===== src/rtl/alu_exec_mc.sv =====
// alu_exec_mc: multi-cycle ALU with a valid/ready request port and a
// valid/ready result port.
//
// state | meaning
// IDLE  | waiting for a request, in_ready = 1
// SHIFT | iterative shift in progress, one bit per cycle
// DONE  | result held on the outputs until out_ready
//
// Build option: define ALU_FAST_SHIFT_EN to compute shifts with a
// single-cycle barrel shifter (SHIFT is then never entered and every
// operation completes with latency 1). Without it, shifts take shamt+1
// cycles. Results are identical in both builds.
module alu_exec_mc #(
    parameter int DATA_WIDTH = 32
) (
    input  logic                  clk,
    input  logic                  rst_n,
    input  logic                  in_valid,
    output logic                  in_ready,
    input  logic [3:0]            operation,
    input  logic [DATA_WIDTH-1:0] src_a,
    input  logic [DATA_WIDTH-1:0] src_b,
    output logic                  out_valid,
    input  logic                  out_ready,
    output logic [DATA_WIDTH-1:0] result,
    output logic                  zero,
    output logic                  op_err
);

    localparam int SHAMT_W = $clog2(DATA_WIDTH);

    localparam logic [3:0] OP_AND  = 4'b0000;
    localparam logic [3:0] OP_OR   = 4'b0001;
    localparam logic [3:0] OP_ADD  = 4'b0010;
    localparam logic [3:0] OP_XOR  = 4'b0011;
    localparam logic [3:0] OP_SUB  = 4'b0100;
    localparam logic [3:0] OP_SRA  = 4'b0101;
    localparam logic [3:0] OP_SLL  = 4'b0110;
    localparam logic [3:0] OP_SRL  = 4'b0111;
    localparam logic [3:0] OP_BEQ  = 4'b1000;
    localparam logic [3:0] OP_BLT  = 4'b1001;
    localparam logic [3:0] OP_BGE  = 4'b1010;
    localparam logic [3:0] OP_BNE  = 4'b1011;
    localparam logic [3:0] OP_SLT  = 4'b1100;
    localparam logic [3:0] OP_PASS = 4'b1111;

    typedef enum logic [1:0] {
        ST_IDLE  = 2'd0,
        ST_SHIFT = 2'd1,
        ST_DONE  = 2'd2
    } state_t;

    state_t                state_q;
    logic                  in_ready_q;
    logic                  out_valid_q;
    logic [DATA_WIDTH-1:0] result_q;
    logic                  zero_q;
    logic                  op_err_q;
    logic [DATA_WIDTH-1:0] shreg_q;
    logic [SHAMT_W-1:0]    cnt_q;
    logic [3:0]            op_q;

    logic [SHAMT_W-1:0]    shamt;
    logic                  is_shift;
    logic                  go_shift;
    logic [DATA_WIDTH-1:0] alu_res_d;
    logic                  alu_err_d;
    logic [DATA_WIDTH-1:0] shreg_d;

    assign shamt    = src_b[SHAMT_W-1:0];
    assign is_shift = (operation == OP_SRA) || (operation == OP_SLL) || (operation == OP_SRL);

`ifdef ALU_FAST_SHIFT_EN
    assign go_shift = 1'b0;
`else
    // A zero shift amount finishes immediately with src_a as the result.
    assign go_shift = is_shift && (shamt != '0);
`endif

    // Single-cycle result for the operation presented on the inputs.
    always_comb begin
        alu_res_d = '0;
        alu_err_d = 1'b0;
        case (operation)
            OP_AND:  alu_res_d = src_a & src_b;
            OP_OR:   alu_res_d = src_a | src_b;
            OP_ADD:  alu_res_d = src_a + src_b;
            OP_XOR:  alu_res_d = src_a ^ src_b;
            OP_SUB:  alu_res_d = src_a - src_b;
`ifdef ALU_FAST_SHIFT_EN
            OP_SRA:  alu_res_d = $unsigned($signed(src_a) >>> shamt);
            OP_SLL:  alu_res_d = src_a << shamt;
            OP_SRL:  alu_res_d = src_a >> shamt;
`else
            OP_SRA, OP_SLL, OP_SRL: alu_res_d = src_a;
`endif
            OP_BEQ:  alu_res_d = {{(DATA_WIDTH-1){1'b0}}, (src_a == src_b)};
            OP_BLT:  alu_res_d = {{(DATA_WIDTH-1){1'b0}}, ($signed(src_a) <  $signed(src_b))};
            OP_BGE:  alu_res_d = {{(DATA_WIDTH-1){1'b0}}, ($signed(src_a) >= $signed(src_b))};
            OP_BNE:  alu_res_d = {{(DATA_WIDTH-1){1'b0}}, (src_a != src_b)};
            OP_SLT:  alu_res_d = {{(DATA_WIDTH-1){1'b0}}, ($signed(src_a) <  $signed(src_b))};
            OP_PASS: alu_res_d = src_b;
            default: alu_err_d = 1'b1;
        endcase
    end

    // One-bit shift step of the iterative shifter, direction from the captured code.
    always_comb begin
        shreg_d = {shreg_q[DATA_WIDTH-2:0], 1'b0};
        case (op_q)
            OP_SRA:  shreg_d = {shreg_q[DATA_WIDTH-1], shreg_q[DATA_WIDTH-1:1]};
            OP_SRL:  shreg_d = {1'b0, shreg_q[DATA_WIDTH-1:1]};
            default: shreg_d = {shreg_q[DATA_WIDTH-2:0], 1'b0};
        endcase
    end

    // Control FSM with registered handshake and result outputs.
    always_ff @(posedge clk or negedge rst_n) begin
        if (!rst_n) begin
            state_q     <= ST_IDLE;
            in_ready_q  <= 1'b1;
            out_valid_q <= 1'b0;
            result_q    <= '0;
            zero_q      <= 1'b1;
            op_err_q    <= 1'b0;
            shreg_q     <= '0;
            cnt_q       <= '0;
            op_q        <= '0;
        end else begin
            case (state_q)
                ST_IDLE: begin
                    if (in_valid) begin
                        op_q       <= operation;
                        in_ready_q <= 1'b0;
                        if (go_shift) begin
                            shreg_q <= src_a;
                            cnt_q   <= shamt;
                            state_q <= ST_SHIFT;
                        end else begin
                            result_q    <= alu_res_d;
                            zero_q      <= (alu_res_d == '0);
                            op_err_q    <= alu_err_d;
                            out_valid_q <= 1'b1;
                            state_q     <= ST_DONE;
                        end
                    end
                end
                ST_SHIFT: begin
                    shreg_q <= shreg_d;
                    cnt_q   <= cnt_q - SHAMT_W'(1);
                    // Last step: the counter reaches zero on this edge.
                    if (cnt_q == SHAMT_W'(1)) begin
                        result_q    <= shreg_d;
                        zero_q      <= (shreg_d == '0);
                        op_err_q    <= 1'b0;
                        out_valid_q <= 1'b1;
                        state_q     <= ST_DONE;
                    end
                end
                ST_DONE: begin
                    if (out_ready) begin
                        out_valid_q <= 1'b0;
                        in_ready_q  <= 1'b1;
                        state_q     <= ST_IDLE;
                    end
                end
                default: begin
                    state_q     <= ST_IDLE;
                    in_ready_q  <= 1'b1;
                    out_valid_q <= 1'b0;
                end
            endcase
        end
    end

    assign in_ready  = in_ready_q;
    assign out_valid = out_valid_q;
    assign result    = result_q;
    assign zero      = zero_q;
    assign op_err    = op_err_q;

endmodule


===== config.mk =====
export PLATFORM = sky130hd
export DESIGN_NAME = alu_exec_mc
export DESIGN_NICKNAME = d
export VERILOG_FILES = /design/src/rtl/alu_exec_mc.sv
export SDC_FILE = /design/constraint.sdc
export NUM_CORES = 1
export LEC_CHECK = 0
export ABC_AREA = 1
export BUFFER_PORTS_ARGS = -buffer_cell sky130_fd_sc_hd__clkbuf_2
export CAP_MARGIN = 20
export CORE_MARGIN = 10
export CORE_UTILIZATION = 56
export CTS_CLUSTER_SIZE = 40
export DETAILED_ROUTE_END_ITERATION = 6
export HOLD_SLACK_MARGIN = 0.08
export MAX_ROUTING_LAYER = met4
export PLACE_DENSITY = 0.79
export SYNTH_ARGS = -nofsm -noshare
export SYNTH_HDL_FRONTEND = slang
export SYNTH_SLANG_ARGS = --single-unit

===== constraint.sdc =====
create_clock -name clk -period 1.7 [get_ports clk]
set_input_delay 0.34 -clock clk [delete_from_list [all_inputs] [get_ports clk]]
set_output_delay 0.34 -clock clk [all_outputs]
set_load 0.05 [all_outputs]

==> results.cfg, run 1 <==
[clock_tree]
cts_htree_levels = 3
numCtsBuffers = 9
max-clock-path-buffers = 2
clock_sink_count = 79
root_buffer = sky130_fd_sc_hd__clkbuf_16

[floorplanning]
io-pin-count = 108
start_util_pct = 56.5
rows = 51
die_h_um = 160
fp.dieW_um = 160

[synth]
synthesis.nets = 2090
postSynthCellCount = 1915
syn_area_per_cell_sq_um = 5.71
synth-seq-area-share_pct = 18.1
synth_top_cell_area_share_pct = 19.6
synth.ff_latch_count = 79
synthArstFlopShare_pct = 100
ys_warn_count = 0
top_ff_cell_synth = sky130_fd_sc_hd__dfrtp_1
ys_types = 41
syn_area_sq_mm = 0.0109
ys_top_cells_by_area = sky130_fd_sc_hd__nand2_1, sky130_fd_sc_hd__dfrtp_1, sky130_fd_sc_hd__ha_1
netlist.top_cell.by_area = sky130_fd_sc_hd__nand2_1
synth_enable_flop_cells = 0

[placed_design]
post_dp_cell_area_sq_mm = 0.0156
routabilityCongestion = 1.14
place_hpwl_mm = 41.3
buffer_ports.inserted = 107
dp_worst_setup_slack_ns = -1.17

[status]
run_status = stopped before the end
failed_stage = global routing
first-error = [ERROR DPL-0038] Utilization greater than 100%, impossible to legalize

[grt]
maximum_number_of_pins_on_one_net_before_global_route_repair = 64
cells in the mapped netlist, types with 3 or more instances:
| cell type | number |
|---|---|
| sky130_fd_sc_hd__a211oi_1 | 21 |
| sky130_fd_sc_hd__a21oi_1 | 61 |
| sky130_fd_sc_hd__a31oi_1 | 38 |
| sky130_fd_sc_hd__buf_1 | 4 |
| sky130_fd_sc_hd__buf_2 | 27 |
| sky130_fd_sc_hd__buf_4 | 16 |
| sky130_fd_sc_hd__clkbuf_1 | 26 |
| sky130_fd_sc_hd__dfrtp_1 | 77 |
| sky130_fd_sc_hd__ha_1 | 101 |
| sky130_fd_sc_hd__inv_1 | 306 |
| sky130_fd_sc_hd__inv_2 | 11 |
| sky130_fd_sc_hd__nand2_1 | 572 |
| sky130_fd_sc_hd__nand2_2 | 6 |
| sky130_fd_sc_hd__nand3_1 | 167 |
| sky130_fd_sc_hd__nand3b_1 | 3 |
| sky130_fd_sc_hd__nand4_1 | 20 |
| sky130_fd_sc_hd__nor2_1 | 197 |
| sky130_fd_sc_hd__nor2_2 | 8 |
| sky130_fd_sc_hd__nor3_1 | 23 |
| sky130_fd_sc_hd__nor4_1 | 6 |
| sky130_fd_sc_hd__o211ai_1 | 3 |
| sky130_fd_sc_hd__o21ai_0 | 128 |
| sky130_fd_sc_hd__o21ai_1 | 3 |
| sky130_fd_sc_hd__o21bai_1 | 14 |
| sky130_fd_sc_hd__o22ai_1 | 48 |
| sky130_fd_sc_hd__or2_2 | 9 |
metrics by stage:
stage / setup TNS, ns / utilization [%] / std cells / hold WS, ns
floorplan: -3.02 / - / 1915 / 0.0444
global placement: -26.33 / 80.8 / 2657 / 0.219
detailed placement: -30.36 / 80.8 / 2657 / 0.222
CTS: -7.46 / 93.2 / 2730 / 0.282
kinds of logic after synthesis:
family / share of synthesized area, %
AND/OR/NAND/NOR: 38.6
XOR/XNOR: 0.160
buffers and inverters: 14.5
adder cells (fa/ha/maj): 11.9
AO/OA/AOI/OAI: 16.7
flip-flops: 18.1
repair_timing:
item                                   4_1_cts
gates cloned                                 1
resized for setup                          443
pin swaps                                  153
buffers inserted                            64
hold buffers                                 1
endpoints found under the hold margin       15
setup endpoints to repair                   63
==> run 2, diff against run 1 <==
--- a/config.mk
+++ b/config.mk
@@ -9,12 +9,9 @@
 export BUFFER_PORTS_ARGS = -buffer_cell sky130_fd_sc_hd__clkbuf_2
 export CAP_MARGIN = 20
 export CORE_MARGIN = 10
-export CORE_UTILIZATION = 56
-export CTS_CLUSTER_SIZE = 40
+export CORE_UTILIZATION = 40
 export DETAILED_ROUTE_END_ITERATION = 6
-export HOLD_SLACK_MARGIN = 0.08
-export MAX_ROUTING_LAYER = met4
-export PLACE_DENSITY = 0.79
+export PLACE_DENSITY_LB_ADDON = 0.15
 export SYNTH_ARGS = -nofsm -noshare
 export SYNTH_HDL_FRONTEND = slang
 export SYNTH_SLANG_ARGS = --single-unit
==> constraint.sdc (replaced) <==
create_clock -name clk -period 2.21 [get_ports clk]
set_input_delay 0.442 -clock clk [delete_from_list [all_inputs] [get_ports clk]]
set_output_delay 0.442 -clock clk [all_outputs]
set_load 0.05 [all_outputs]
==> run 2 against run 1 <==
The flow now finishes, with violations (negative setup slack). Synthesized cell count stayed put. Area after synthesis did not move.
==> results.cfg, run 2 <==
[routing]
total_vias_in_the_final_route = 14900
wirelength_mm = 52.2
first_iter_violations = 1603
drt-vias-per-instance = 5.39
final_antenna_net_count = 0
drc = 0
drt_pass1_iterations = 7
route.detailed.wl_per_inst_um = 18.8

[synth]
ys_top_cells_by_area = sky130_fd_sc_hd__nand2_1, sky130_fd_sc_hd__dfrtp_1, sky130_fd_sc_hd__ha_1
synth_common_cells = sky130_fd_sc_hd__nand2_1, sky130_fd_sc_hd__inv_1, sky130_fd_sc_hd__nor2_1, sky130_fd_sc_hd__nand3_1, sky130_fd_sc_hd__o21ai_0
most_repeated_cell_in_the_gate_level_netlist_after_synthesis = sky130_fd_sc_hd__nand2_1
synthesis.nets = 2090
postSynthCellCount = 1915
syn_area_sq_mm = 0.0109
ys_warn_count = 0
synthArstFlopShare_pct = 100
netlist.top_cell.by_area = sky130_fd_sc_hd__nand2_1
synth.ff_latch_count = 79
top_ff_cell_synth = sky130_fd_sc_hd__dfrtp_1
synth_enable_flop_cells = 0
ys_types = 41
synth-seq-area-share_pct = 18.1
synth_top_cell_area_share_pct = 19.6
syn_area_per_cell_sq_um = 5.71

[grt]
antenna_found_initial = 2
first_global_vias = 13900
grt_remaining_overflow = 0
groute.usage.overall_pct = 29.3
grt_first_pass_wirelength_mm = 77.7
maximum_number_of_pins_on_one_net_before_global_route_repair = 70

[power_and_ir_drop]
ir_drop_mv = 0.441
sw_frac_of_total_pct = 51.3
power_density_relative_to_cell_area_mw_per_mm2 = 689
p_leak_nw = 9.10
power.internal_mw = 5.84
net-switching-power_mw = 6.14
combinationalPowerShare_pct = 65.9
share_clk_of_total_power_pct = 12.0
seq_power_share_pct = 22.0

[hold_path]
holdCritPathClass = input pin to asynchronous set/reset pin

[clock_tree]
clock_sink_count = 79
numCtsBuffers = 9
worst_setup_hold_path_clk_slew_ns = 0.06
clock_latency_reported_for_the_late_side_of_the_worst_skew_pair_ns = 0.34
max-clock-path-buffers = 2
tritoncts = built
root_buffer = sky130_fd_sc_hd__clkbuf_16
cts_htree_levels = 3

[final_layout]
area_growth_syn_to_layout_pct = 59.0
leading_cell_types_in_the_layout_fill_and_taps_excluded = sky130_fd_sc_hd__nand2_1, sky130_fd_sc_hd__buf_4, sky130_fd_sc_hd__inv_1
post_route_cells_drive_above_1_share_pct = 42.0
num_antenna_cells = 0
final_net_count = 2599
finalNonFillerCells = 2770
mostFrequentLayoutCell = sky130_fd_sc_hd__nand2_1

[placed_design]
dp_cells = 2736
place_hpwl_mm = 42.8
buffer_ports.inserted = 107
routabilityCongestion = 1.07

[timing]
finalHoldViolCount = 0
timing.final.crit_share_pct = 108
rsz0062_at_grt = true
fin_worst_skew_ns = 0.00861
timing.hold.ws_ns = 0.109
timing.max_slew.rel_slack_pct = 55.3
max_clk_rate_mhz = 417
report.final.setup_viol = 8
worst-slew-pin-transition_ns = 0.663
report.final.slew_viol_count = 0
worst_setup_slack_final_ns = -0.188
layout_min_cycle_time_ns = 2.40

[worst_setup_path]
critical_path.n_buffers_inverters = 6
crit_top_cell = sky130_fd_sc_hd__nand2_1
crit_path_max_incr_delay_ns = 0.30
cp_top_family = simple AND/OR/NAND/NOR gates
timing.rr.start = op_q[0]$_DFFE_PN0P_
cp_cell_sequence = clkbuf_2 > inv_2 > ha_4 > buf_6 > nor2_4 > buf_6 > nand2_1 > nor2_2 > nand2_4 > nand3_4 > buf_4 > nand2_1 > nand3_1 > nand3_2 > nor2_2 > nand2_1 > inv_1 > nand2_1 > nor2_1 > nand3_1 > a21oi_2
setup.worst_path.start = src_b[7]
critPathMaxFanout = 8
critical_path.startpoint_type = input pin
setup.worst_path.class = input pin to register
worst_path_max_delay_cell = sky130_fd_sc_hd__ha_4
worstSetupEndpointType = register
required_time_at_the_endpoint_of_the_critical_path_ns = 2.48
arrival_time_worst_endpoint_ns = 2.67

[floorplanning]
die_h_um = 185
core_region_area_sq_mm = 0.0270
dieArea_sq_mm = 0.0343
start_util_pct = 40.5
io-pin-count = 108
rows = 60
fp.dieW_um = 185

[flow_run]
max-cap-violations = 0

[status]
run_status = complete, but fails checks
failed_checks = negative setup slack
[run 2: cell counts after synthesis]
Identical to the previous run, type by type.
[run 2: cell type report]
class,count,area (sq um)
multi-input combinational,1443,9110
timing repair buffer,573,4360
clock inverter,4,27.5
sequential,79,1980
clock buffer,12,267
fill,2566,9570
tap,341,427
inverter,318,1210
[run 2: power by group through the flow]
stage	logic (mW)	registers (mW)	clock network, mW
detailed placement	7.10	2.65	0
finish	7.90	2.64	1.44
CTS	7.36	2.64	1.46
floorplan	3.29	3.72	0
global placement	7.03	2.63	0
global route	8.55	2.72	1.53
[run 2: final timing paths]
| kind | depth (start not counted) | slack (ns) | endpoint |
|---|---|---|---|
| worst max-delay path | 21 | -0.19 | zero$_DFFE_PN1P_ |
| worst min-delay path | 1 | 0.11 | out_valid$_DFFE_PN0P_ |
| worst min register to register | 2 | 0.47 | result[0]$_DFFE_PN0P_ |
| min in group clk | 3 | 0.39 | state_q[1]$_DFFE_PN0P_ |
| max in group asynchronous | 2 | 1.51 | shreg_q[28]$_DFFE_PN0P_ |
| worst max register to register | 11 | 0.17 | zero$_DFFE_PN1P_ |
[run 2: layer usage]
metal / part of all wire (%) / vias to the layer above / GRT usage (%)
li1: - / 7148 / -
met1: 45 / 7133 / 40.5
met5: 0.057 / - / 0
met4: 2.1 / 4 / 6.24
met2: 45 / 571 / 47.0
met3: 7.6 / 69 / 4.11
[run 2: kinds of logic (layout without fill, tap and decap cells)]
logic type	count (synthesis)	count (layout)	share of synthesized area [%]
AOI/OAI and AO/OA	321	321	16.7
xor gates and xnor gates	2	2	0.160
adders and majority gates	103	103	11.9
buffers and inverters	393	907	14.5
DFF	79	79	18.1
and+or+nand+nor	1017	1017	38.6
[run 2: what timing repair did]
action	in CTS	in global routing
pin swaps	41	126
gates cloned	0	0
gates resized for setup	187	345
setup endpoints to repair	27	26
endpoints found under the hold margin	0	0
hold buffers	0	0
buffers inserted	8	15
[run 2: through the flow]
stage	setup slack, ns	power, mW	area, sq um	setup TNS [ns]	util, %
floorplan	-0.0646	7.01	10900	-0.0646	-
global placement	-0.797	9.66	15100	-14.80	55.9
detailed placement	-0.805	9.75	15100	-15.43	55.9
CTS	-0.173	11.5	16200	-0.439	60.1
global route	-0.344	12.8	17400	-1.74	64.5
finish	-0.188	12.0	17400	-0.515	64.5
Note: power is estimated with default switching activity, not from simulation.
==> run 3, diff against run 2 <==
--- a/config.mk
+++ b/config.mk
@@ -8,6 +8,7 @@
 export ABC_AREA = 1
 export BUFFER_PORTS_ARGS = -buffer_cell sky130_fd_sc_hd__clkbuf_2
 export CAP_MARGIN = 20
+export CORE_ASPECT_RATIO = 0.7
 export CORE_MARGIN = 10
 export CORE_UTILIZATION = 40
 export DETAILED_ROUTE_END_ITERATION = 6
==> run 3 against run 2 <==
The run still ends with negative setup slack left. Via count is 1.1% higher. Wire length up 6.5%. Setup slack worse by 0.14 ns. Critical path depth down 6. Sequential share of layout area fell by 0.35 points. Global-route usage is 1.3 points higher. Fmax fell by 5.4%. Worst hold slack got worse by 0.0033 ns. Clock power rose by 5%. Sequential power about the same. Combinational power grew 3.0%. Cell area rose by 3.2%.
==> results.cfg, run 3 (synthesized netlist as in run 2, its figures left out) <==
[status]
run_status = complete, but fails checks
failed_checks = negative setup slack

[power_and_ir_drop]
combinationalPowerShare_pct = 66.2
ir_drop_mv = 0.538
sw_frac_of_total_pct = 51.3
share_clk_of_total_power_pct = 12.3
p_leak_nw = 9.35
net-switching-power_mw = 6.30
seq_power_share_pct = 21.5
power.internal_mw = 5.98
post-layout-total-power_mw = 12.3
power_density_relative_to_cell_area_mw_per_mm2 = 685

[floorplanning]
io-pin-count = 108
core_region_area_sq_mm = 0.0268
fp.dieW_um = 218
rows = 50
start_util_pct = 40.7
dieArea_sq_mm = 0.0344
die_h_um = 158

[grt]
grt_remaining_overflow = 0
grt_first_pass_wirelength_mm = 80.7
antenna_found_initial = 2
groute.usage.overall_pct = 30.6
maximum_number_of_pins_on_one_net_before_global_route_repair = 70
first_global_vias = 13800

[final_layout]
post_route_cells_drive_above_1_share_pct = 43.8
leading_cell_types_in_the_layout_fill_and_taps_excluded = sky130_fd_sc_hd__nand2_1, sky130_fd_sc_hd__buf_4, sky130_fd_sc_hd__inv_1
utilization_pct = 66.8
num_antenna_cells = 0
final_net_count = 2619
post-route-cell-area_sq_mm = 0.0179
fillers = 2433
area_growth_syn_to_layout_pct = 64.1

[routing]
drt-vias-per-instance = 5.36
route.detailed.wl_per_inst_um = 19.8
first_iter_violations = 1531
drc = 0
wirelength_mm = 55.6
total_vias_in_the_final_route = 15100
final_antenna_net_count = 0
drt_pass1_iterations = 5

[timing]
worst_setup_slack_final_ns = -0.325
rsz0062_at_grt = true
report.final.slew_viol_count = 0
timing.max_slew.rel_slack_pct = 58.2
layout_min_cycle_time_ns = 2.54
report.final.setup_viol = 8
timing.hold.ws_ns = 0.106
finalHoldViolCount = 0
timing.final.crit_share_pct = 115
fin_worst_skew_ns = 0.00869
worst-slew-pin-transition_ns = 0.623
max_clk_rate_mhz = 394

[flow_run]
max-cap-violations = 0

[worst_setup_path]
setup.worst_path.start = operation[1]
arrival_time_worst_endpoint_ns = 2.81
reg2regPathDepth = 10
critical_path.startpoint_type = input pin
worst_r2r_setup_slack_ns = 0.16
required_time_at_the_endpoint_of_the_critical_path_ns = 2.49
timing.rr.start = op_q[3]$_DFFE_PN0P_
critPathMaxFanout = 8
setup.worst_path.class = input pin to register
worstSetupEndpointType = register

[placed_design]
routabilityCongestion = 1.04
place_hpwl_mm = 45.2
buffer_ports.inserted = 107
post_dp_cell_area_sq_mm = 0.0150

[hold_path]
holdCritPathClass = input pin to asynchronous set/reset pin

[clock_tree]
numCtsBuffers = 9
cts_htree_levels = 3
worst_setup_hold_path_clk_slew_ns = 0.06
max-clock-path-buffers = 2
root_buffer = sky130_fd_sc_hd__clkbuf_16
clock_sink_count = 79
tritoncts = built
clock_latency_reported_for_the_late_side_of_the_worst_skew_pair_ns = 0.34
[run 3: changes by cell type in the layout (fill, tap and decap cells not counted), sizes merged]
| cell | delta |
|---|---|
| buf | +23 |
| clkbuf | -2 |
| clkinv | -2 |
| bufinv | +1 |
| clkinvlp | +1 |
| inv | -1 |
[run 3: final timing paths]
path | end
min in group clk | state_q[1]$_DFFE_PN0P_
worst min-delay path | state_q[1]$_DFFE_PN0P_
max in group asynchronous | op_err$_DFFE_PN0P_
worst min register to register | result[0]$_DFFE_PN0P_
worst max register to register | zero$_DFFE_PN1P_
worst max-delay path | zero$_DFFE_PN1P_
[run 3: cell type report]
class	instances	area (sq um)	area share (%)
clock inverters	3	42.5	0.237
well taps	364	455	2.54
flip-flops and latches	79	1980	11.0
inverters	318	1220	6.82
clock buffers	13	260	1.45
multi-input cells	1443	9420	52.5
repair buffers	593	4550	25.4
[run 3: what timing repair did]
action                                  4_1_cts  5_1_grt
hold buffers                                  0        0
pin swaps                                    36      145
resized for setup                           208      421
setup buffers                                 9       40
endpoints found under the setup margin       28       68
[run 3: per-stage QoR]
step                      cells  TNS (ns)  setup WS [ns]
after floorplan            1915   -0.0646        -0.0646
after global placement     2752    -22.98         -0.937
after detailed placement   2752    -24.30         -0.922
after CTS                  2777    -0.707         -0.263
after global routing       2813     -1.94         -0.418
final                      2813    -0.852         -0.325
[run 3: power groups by stage]
stage | combinational (mW) | sequential (mW) | clock [mW]
final | 8.14 | 2.64 | 1.51
after global routing | 8.79 | 2.71 | 1.59
after CTS | 7.44 | 2.63 | 1.52
after detailed placement | 7.14 | 2.65 | 0
after global placement | 7.05 | 2.63 | 0
after floorplan | 3.29 | 3.72 | 0
[run 3: critical path, stage by stage]
cell and delay [ns]:
sky130_fd_sc_hd__clkbuf_2 0.12, sky130_fd_sc_hd__nand2_1 0.17, sky130_fd_sc_hd__inv_2 0.08, sky130_fd_sc_hd__nand2_2 0.24, sky130_fd_sc_hd__buf_4 0.22, sky130_fd_sc_hd__o22ai_1 0.09, sky130_fd_sc_hd__a211oi_1 0.49, sky130_fd_sc_hd__nand3_4 0.23
sky130_fd_sc_hd__nor2_2 0.15, sky130_fd_sc_hd__nand2_1 0.06, sky130_fd_sc_hd__inv_1 0.06, sky130_fd_sc_hd__nand2_1 0.07, sky130_fd_sc_hd__nor2_1 0.14, sky130_fd_sc_hd__nand3_2 0.10, sky130_fd_sc_hd__a21oi_2 0.12
[run 3: per-layer routing]
metal / vias to the layer above / GRT usage [%] / routed length [um]
met5: - / 0 / 95
met4: 4 / 5.28 / 978
met3: 74 / 9.69 / 7730
met2: 730 / 42.7 / 22500
met1: 7068 / 44.8 / 24300
li1: 7209 / - / -
